### config.mk
export PLATFORM = sky130hd
export DESIGN_NAME = seq_detector
export DESIGN_NICKNAME = d
export VERILOG_FILES = /design/src/rtl/seq_detector.sv
export SDC_FILE = /design/constraint.sdc
export NUM_CORES = 1
export LEC_CHECK = 0
export BUFFER_PORTS_ARGS = -buffer_cell sky130_fd_sc_hd__clkbuf_2
export CAP_MARGIN = 20
export CORE_ASPECT_RATIO = 0.7
export CORE_UTILIZATION = 55
export CTS_BUF_LIST = sky130_fd_sc_hd__clkbuf_4
export DETAILED_ROUTE_END_ITERATION = 10
export PLACE_DENSITY_LB_ADDON = 0.1
export REMOVE_ABC_BUFFERS = 1
export SYNTH_ARGS = -nofsm -noshare
export SYNTH_HDL_FRONTEND = slang
export SYNTH_SLANG_ARGS = --single-unit
### constraint.sdc
create_clock -name clk -period 4.1 [get_ports clk]
set_input_delay 0.41 -clock clk [delete_from_list [all_inputs] [get_ports clk]]
set_output_delay 0.41 -clock clk [all_outputs]
set_load 0.1 [all_outputs]
### src/rtl/seq_detector.sv
`default_nettype none
// ============================================================================
// Module      : seq_detector
// Description : Run-time configurable serial pattern detector. Latches a
//               pattern/length/overlap configuration, shifts qualified serial
//               bits into a history register and emits a registered one-cycle
//               match pulse plus a saturating match counter.
// Revision    : 1.0 - initial release
// ============================================================================
module seq_detector #(
  parameter int MAX_LEN = 8,
  parameter int LEN_W   = $clog2(MAX_LEN) + 1,
  parameter int CNT_W   = 8
) (
  input  logic               clk,
  input  logic               reset,
  input  logic               cfg_load,
  input  logic [MAX_LEN-1:0] pattern,
  input  logic [LEN_W-1:0]   pat_len,
  input  logic               overlap,
  input  logic               clr_count,
  input  logic               in_valid,
  input  logic               in,
  output logic               out,
  output logic [CNT_W-1:0]   match_count,
  output logic               cfg_ok
);

  localparam logic [LEN_W-1:0] MAX_LEN_C = LEN_W'(MAX_LEN);
  localparam logic [CNT_W-1:0] CNT_MAX   = {CNT_W{1'b1}};

  typedef enum logic [0:0] {
    ST_UNCFG = 1'b0,
    ST_RUN   = 1'b1
  } state_t;

  state_t             state_q, state_d;
  logic [MAX_LEN-1:0] pat_q, pat_d;
  logic [LEN_W-1:0]   len_q, len_d;
  logic               ovl_q, ovl_d;
  logic [MAX_LEN-1:0] hist_q, hist_d;
  logic [LEN_W-1:0]   fill_q, fill_d;
  logic               out_q, out_d;
  logic [CNT_W-1:0]   cnt_q, cnt_d;

  logic [LEN_W-1:0]   eff_len;
  logic [MAX_LEN-1:0] hist_shift;
  logic [LEN_W-1:0]   fill_inc;
  logic [MAX_LEN-1:0] len_mask;
  logic               match;

  // Clamp requested length, and pre-compute the history/fill after this bit.
  always_comb begin
    eff_len    = (pat_len > MAX_LEN_C) ? MAX_LEN_C : pat_len;
    hist_shift = {hist_q[MAX_LEN-2:0], in};
    fill_inc   = (fill_q >= MAX_LEN_C) ? MAX_LEN_C : (fill_q + LEN_W'(1));
  end

  // Mask selecting the low len_q history bits that take part in the compare.
  always_comb begin
    len_mask = '0;
    for (int i = 0; i < MAX_LEN; i++) begin
      len_mask[i] = (LEN_W'(i) < len_q);
    end
  end

  // A match is judged on the history as it will be after this valid bit.
  always_comb begin
    match = (state_q == ST_RUN) && in_valid && !cfg_load &&
            (fill_inc >= len_q) &&
            (((hist_shift ^ pat_q) & len_mask) == '0);
  end

  // Control FSM next state: only a configuration load moves between states.
  always_comb begin
    state_d = state_q;
    if (cfg_load) begin
      state_d = (eff_len != '0) ? ST_RUN : ST_UNCFG;
    end
  end

  // Datapath next state: config latch, history shift, pulse and counter.
  always_comb begin
    pat_d  = pat_q;
    len_d  = len_q;
    ovl_d  = ovl_q;
    hist_d = hist_q;
    fill_d = fill_q;
    out_d  = 1'b0;
    if (cfg_load) begin
      // A bit arriving together with cfg_load is intentionally dropped.
      pat_d  = pattern;
      len_d  = eff_len;
      ovl_d  = overlap;
      hist_d = '0;
      fill_d = '0;
    end else if (in_valid) begin
      hist_d = hist_shift;
      fill_d = fill_inc;
      if (match) begin
        out_d = 1'b1;
        if (!ovl_q) begin
          fill_d = '0;
        end
      end
    end

    // Clear first, then count, so a clear coinciding with a match yields 1.
    cnt_d = clr_count ? '0 : cnt_q;
    if (match && (cnt_d != CNT_MAX)) begin
      cnt_d = cnt_d + CNT_W'(1);
    end
  end

  // FSM state register.
  always_ff @(posedge clk or negedge reset) begin
    if (!reset) begin
      state_q <= ST_UNCFG;
    end else begin
      state_q <= state_d;
    end
  end

  // Datapath registers.
  always_ff @(posedge clk or negedge reset) begin
    if (!reset) begin
      pat_q  <= '0;
      len_q  <= '0;
      ovl_q  <= 1'b0;
      hist_q <= '0;
      fill_q <= '0;
      out_q  <= 1'b0;
      cnt_q  <= '0;
    end else begin
      pat_q  <= pat_d;
      len_q  <= len_d;
      ovl_q  <= ovl_d;
      hist_q <= hist_d;
      fill_q <= fill_d;
      out_q  <= out_d;
      cnt_q  <= cnt_d;
    end
  end

  assign out         = out_q;
  assign match_count = cnt_q;
  assign cfg_ok      = (state_q == ST_RUN);

endmodule
`default_nettype wire
==> impl_metrics.py, run 1 <==
metrics = {
    "status": {
        "outcome": "finished clean",
    },
    "critical_path": {
        "crit_arrival_ns": 2.91,
        "slowest_delay_ns": 0.57,
        "startpoint_type": "flop",
        "timing.critical_path.mode_cell": "ha_1",
        "cp_data_required_time_ns": 4.32,
        "worstPathCellList": "ha_1 > xnor2_1 > nor2_1 > ha_1 > o21a_1 > a21oi_1 > or4_4 > nor3_1 > mux2_2",
        "path_max_fanout": 5,
        "slowest_stage": "or4_4",
        "worstSetupPathType": "reg2reg",
        "crit_path_end_kind": "flop",
    },
    "sta": {
        "min_period_ns": 2.689,
        "fin_crit_sh_pct": 65.60,
        "max_freq_mhz": 371.8,
        "slew_violations": 0,
        "fin_skew_ns": 0.008586,
        "whs_ns": 0.1560,
        "tightest_slew_ns": 0.8131,
        "final_hold_viol_count": 0,
        "setup_viol": 0,
        "setup_slack_ns": 1.411,
        "setup_tns_ns": 0,
        "rsz0062_at_grt": "false",
        "relSlewSlack_pct": 45.79,
    },
    "placed_design": {
        "dp_worst_setup_slack_ns": 1.296,
        "place_hpwl_mm": 2.324,
        "dp.cells": 224,
        "port_buffers": 28,
        "gp_congestion": 0.8521,
    },
    "route": {
        "first_pass_iters": 4,
        "drt-total-wl_mm": 3.139,
        "routedWlPerCell_um": 13.59,
        "viasPerCell": 5.597,
        "remaining_drc_errors": 0,
        "detailedRoute.firstIterationViolations": 66,
        "ant_nets": 0,
        "vias": 1293,
    },
    "synthesis": {
        "synth_edf_count": 0,
        "yosys_warnings": 0,
        "post-synth-top-count-cell": "dfrtp_1",
        "syn_inst": 166,
        "synthTopCellsByCount": "34 x dfrtp_1, 14 x nor2_1, 13 x nand2_1, 10 x mux2_2",
        "ys_ff_latch": 34,
        "synth.top_cell.area_share_pct": 48.30,
        "netlist_area_um2": 1762,
        "ys_types": 36,
        "yosysTopAreaCell": "dfrtp_1",
        "netlist_top_cells_area": "dfrtp_1 48%, mux2_2 6.4%, ha_1 5.0%, xor2_1 4.5%, mux2i_1 4.0%",
        "synth-seq-area-share_pct": 48.30,
        "avgSynthCellArea_um2": 10.61,
        "async_flop_share_pct": 100.0,
        "synth_ff_type": "dfrtp_1",
    },
    "floorplan": {
        "initial_core_util_pct": 60.27,
        "io_pins": 29,
        "die_w_um": 69.65,
        "core_area_um2": 2923,
        "die_h_um": 49.35,
        "rows": 16,
        "dieArea_um2": 3437,
    },
    "clock_network": {
        "post_cts_buffers": 0,
        "clkLatencyLatePin_ns": 0.33,
        "clkSinkCount": 34,
        "cts.repair.resized": 0,
        "clk_pin_slew_ns": 0.10,
        "cts_buffers": 5,
        "htreeDepth": 2,
        "cts_tree": "yes",
        "cts_hold_buf": 0,
        "clockBufferDepth": 2,
        "cts-root-buf": "clkbuf_4",
    },
    "global_routing": {
        "grtUsageTotal_pct": 20.58,
        "antenna_found_initial": 0,
        "grt_overflow": 0,
        "grt_pass1_vias": 1177,
        "busiest_layer": "met2",
        "use_met1_pct": 28.61,
        "grt_pass1_wl_mm": 5.485,
        "grt_use_met3_pct": 5.785,
        "met2_usage_pct": 31.23,
        "grt_max_degree": 35,
    },
    "power": {
        "vdd_ir_drop_max_uv": 207.7,
        "leakagePower_nw": 0.9900,
        "p_per_area_nw_per_um2": 356.9,
    },
    "final_layout": {
        "drive_above_1_share_pct": 25.13,
        "areaGrowthSynthToFinish_pct": 13.07,
        "fin_nets": 221,
        "diodes": 0,
        "finalNonFillerCells": 231,
    },
    "min_path": {
        "worst_hold_path_type": "in2async",
    },
    "run": {
        "drv_cap": 0,
    },
}
==> routing by layer <==
layer | routed length (um) | share of wire [%] | vias up
met4 | 40 | 1.3 | 0
met2 | 1387 | 44 | 34
met3 | 143 | 4.6 | 7
met5 | 0 | 0 | -
li1 | - | - | 640
met1 | 1566 | 50 | 612
==> area by class of cell <==
class / instances / area [um^2]
clock buffer: 5 / 37.54
clock inverter: 2 / 33.78
fill: 223 / 930.9
inverter: 9 / 33.78
multi-input combinational: 117 / 850.8
sequential: 34 / 850.8
tap: 36 / 45.04
timing repair buffer: 28 / 140.1
==> flip-flops by register name, summed over array words and instances (netlist names) <==
name and cells:
len_q 4, match_count 8, hist_q 7, pat_q 8
ovl_q 1, out 1, fill_q 4, cfg_ok 1
==> metrics by stage <==
| stage | power [mW] | area (um^2) | utilization (%) |
|---|---|---|---|
| after floorplan | 0.4464 | 1735 | - |
| after global placement | 0.4824 | 1921 | 65.71 |
| after detailed placement | 0.4868 | 1921 | 65.71 |
| after CTS | 0.7160 | 1992 | 68.15 |
| after global routing | 0.7506 | 1992 | 68.15 |
| final | 0.7110 | 1992 | 68.15 |
==> power by group <==
group          switching, mW  internal [mW]
Combinational         0.0627         0.0462
Clock                  0.108          0.123
Sequential            0.0178          0.353
Total                  0.188          0.523
==> critical path: cells and delay by family, from the launching register on <==
family / cells / cell delay [ns]
compound gates: 2 / 0.23
xor+xnor: 1 / 0.13
fa+ha+maj: 2 / 0.44
flops: 1 / 0.44
mux: 1 / 0.35
simple gates: 3 / 0.99
==> cell usage in the layout, fill, tap and decap left out, drive strengths merged, types with 3 or more instances in the layout <==
cell type,Yosys,routed
a21oi,6,6
a32oi,3,3
clkbuf,5,33
dfrtp,34,34
ha,7,7
inv,9,9
mux2,10,10
mux2i,7,7
nand2,13,13
nor2,14,14
nor2b,7,7
o21ai,8,8
o22ai,3,3
xnor2,3,3
xor2,9,9
==> kinds of logic after synthesis <==
group / share of synthesized area (%)
and+or+nand+nor: 14.92
DFF: 48.30
AOI/OAI and AO/OA: 12.07
muxes: 10.37
buffers and inverters: 3.409
xor gates and xnor gates: 5.966
adders and majority gates: 4.971
==> final timing paths <==
check                           startpoint        endpoint  slack, ns  cells past startpoint
worst min register to register    pat_q[2]        pat_q[2]       0.54                      1
worst max register to register   fill_q[0]  match_count[7]       1.41                      9
worst min-delay path                 reset  match_count[6]       0.16                      1
max in group asynchronous            reset  match_count[1]       3.43                      1
min in group clk                   overlap           ovl_q       0.29                      3
worst max-delay path             fill_q[0]  match_count[7]       1.41                      9
(Power assumes the default switching activity.)
==> run 2: changes to the inputs <==
- CORE_UTILIZATION: 55 -> 52
- clock period: 4.1 -> 2.4 ns (I/O delays scaled with it)
==> impl_metrics.py, run 2 (synthesis results as in run 1) <==
metrics = {
    "clock_network": {
        "htreeDepth": 2,
        "clkSinkCount": 34,
        "cts-root-buf": "clkbuf_4",
        "cts_tree": "yes",
        "clkLatencyLatePin_ns": 0.35,
        "cts_hold_buf": 0,
        "cts_buffers": 5,
        "clockBufferDepth": 2,
        "clk_pin_slew_ns": 0.11,
    },
    "sta": {
        "final_hold_viol_count": 34,
        "setup_viol": 1,
        "slew_violations": 0,
        "setup_slack_ns": -0.001048,
        "rsz0062_at_grt": "true",
        "tightest_slew_ns": 0.8462,
        "relSlewSlack_pct": 43.58,
        "fin_crit_sh_pct": 100.0,
        "min_period_ns": 2.401,
        "whs_ns": -0.02460,
        "max_freq_mhz": 416.5,
        "fin_skew_ns": 0.007563,
    },
    "status": {
        "violations": "hold timing, setup timing",
        "outcome": "finished with violations",
    },
    "global_routing": {
        "grtUsageTotal_pct": 22.86,
        "grt_max_degree": 35,
        "grt_overflow": 0,
        "antenna_found_initial": 0,
        "grt_pass1_vias": 1320,
        "grt_pass1_wl_mm": 6.113,
    },
    "route": {
        "vias": 1415,
        "viasPerCell": 5.615,
        "first_pass_iters": 4,
        "ant_nets": 0,
        "routedWlPerCell_um": 14.93,
        "drt-total-wl_mm": 3.763,
        "detailedRoute.firstIterationViolations": 89,
        "remaining_drc_errors": 0,
    },
    "placed_design": {
        "placed_area_um2": 2043,
        "gp_congestion": 0.8316,
        "port_buffers": 28,
        "place_hpwl_mm": 2.566,
    },
    "min_path": {
        "worst_hold_path_type": "in2async",
    },
    "final_layout": {
        "layout_common_cells": "34 x dfrtp_1, 28 x clkbuf_2, 18 x buf_4",
        "fin_nets": 239,
        "final_util_pct": 69.65,
        "multi_input_area_um2": 960.9,
        "drive_above_1_share_pct": 39.72,
        "fillers": 250,
        "regArea_um2": 850.8,
        "final_common_cell": "dfrtp_1",
        "fin_area_um2": 2222,
        "diodes": 0,
        "areaGrowthSynthToFinish_pct": 26.14,
    },
    "floorplan": {
        "io_pins": 29,
        "die_h_um": 50.70,
        "core_area_um2": 3191,
        "rows": 17,
        "die_w_um": 71.57,
        "initial_core_util_pct": 55.22,
        "dieArea_um2": 3629,
    },
    "run": {
        "drv_cap": 0,
    },
    "critical_path": {
        "crit_start": "fill_q[0]",
        "r2r_cells": 9,
        "crit_arrival_ns": 2.64,
        "r2r_start": "fill_q[0]",
        "worstPathCellList": "inv_1 > ha_1 > nor2b_4 > ha_4 > a211o_1 > a21oi_2 > or4_4 > nor3_4 > mux2_4",
        "crit_path_end_kind": "flop",
        "slowest_delay_ns": 0.46,
        "cp_data_required_time_ns": 2.64,
        "worstSetupPathType": "reg2reg",
        "startpoint_type": "flop",
        "path_max_fanout": 5,
        "slowest_stage": "or4_4",
        "rrSetupSlack_ns": -0.001,
        "reg2reg_to": "match_count[7]",
    },
    "power": {
        "vdd_ir_drop_max_uv": 380.0,
        "leakagePower_nw": 1.097,
        "p_per_area_nw_per_um2": 557.0,
    },
}
-- run 2: cell types whose count changed in the layout (fill, tap and decap cells not counted), moves of 3 or more --
cell / previous run / this run
a21oi_1: 6 / 3
a21oi_2: 0 / 3
ha_2: 0 / 3
buf_4: 0 / 18
ha_1: 7 / 3
-- run 2: through the flow --
step | setup slack, ns | cells | setup TNS (ns) | hold slack (ns) | power (mW)
2_1_floorplan | -0.3089 | 160 | -0.7736 | -0.05559 | 0.7626
3_3_place_gp | -0.08015 | 242 | -0.08015 | 0.3723 | 0.8654
3_5_place_dp | -0.1612 | 242 | -0.3855 | 0.3895 | 0.8753
4_1_cts | 0.01560 | 250 | 0 | 0.01002 | 1.194
5_1_grt | -0.08352 | 252 | -0.2198 | 0.02214 | 1.304
6_report | -0.001048 | 252 | -0.001048 | -0.02460 | 1.238
-- run 2: critical path, delay by kind of cell (launching register included) --
kind,cells,cell delay (ns)
AO/OA/AOI/OAI,2,0.18
adder cells (fa/ha/maj),2,0.55
buffers and inverters,1,0.06
flip-flops,1,0.40
multiplexers,1,0.31
AND/OR/NAND/NOR,3,0.81
-- run 2: where the power goes --
part | leakage (nW) | total (mW) | switching, mW | internal (mW)
Combinational | 0.622 | 0.291 | 0.145 | 0.146
Sequential | 0.442 | 0.631 | 0.0275 | 0.603
Clock | 0.0331 | 0.316 | 0.195 | 0.121
Total | 1.10 | 1.24 | 0.367 | 0.870
-- run 2: worst max path at each step --
stage / endpoint / slack [ns] / cells past startpoint
final: match_count[7] / -0.001 / 9
after global routing: match_count[7] / -0.08 / 6
after CTS: fill_q[3] / 0.02 / 10
after detailed placement: match_count[7] / -0.16 / 9
after global placement: match_count[7] / -0.08 / 9
after floorplan: match_count[7] / -0.31 / 7
-- run 2: cell type report --
class	instances	area share [%]
clock buffer	6	2.027
clock inverter	2	0.3941
inverter	9	1.520
multi-input combinational	117	43.24
sequential	34	38.29
tap	38	2.140
timing repair buffer	46	12.39
-- run 2: timing repair --
action	4_1_cts	5_1_grt
setup buffers	0	2
setup endpoints to repair	7	11
cloned	0	0
resized for setup	3	20
pin swaps	3	4
-- run 2: routing by layer --
metal / wire length (um) / GRT usage, %
met5: 0 / 0
met4: 61 / 8.824
met3: 142 / 6.827
met2: 1802 / 35.87
met1: 1757 / 30.01
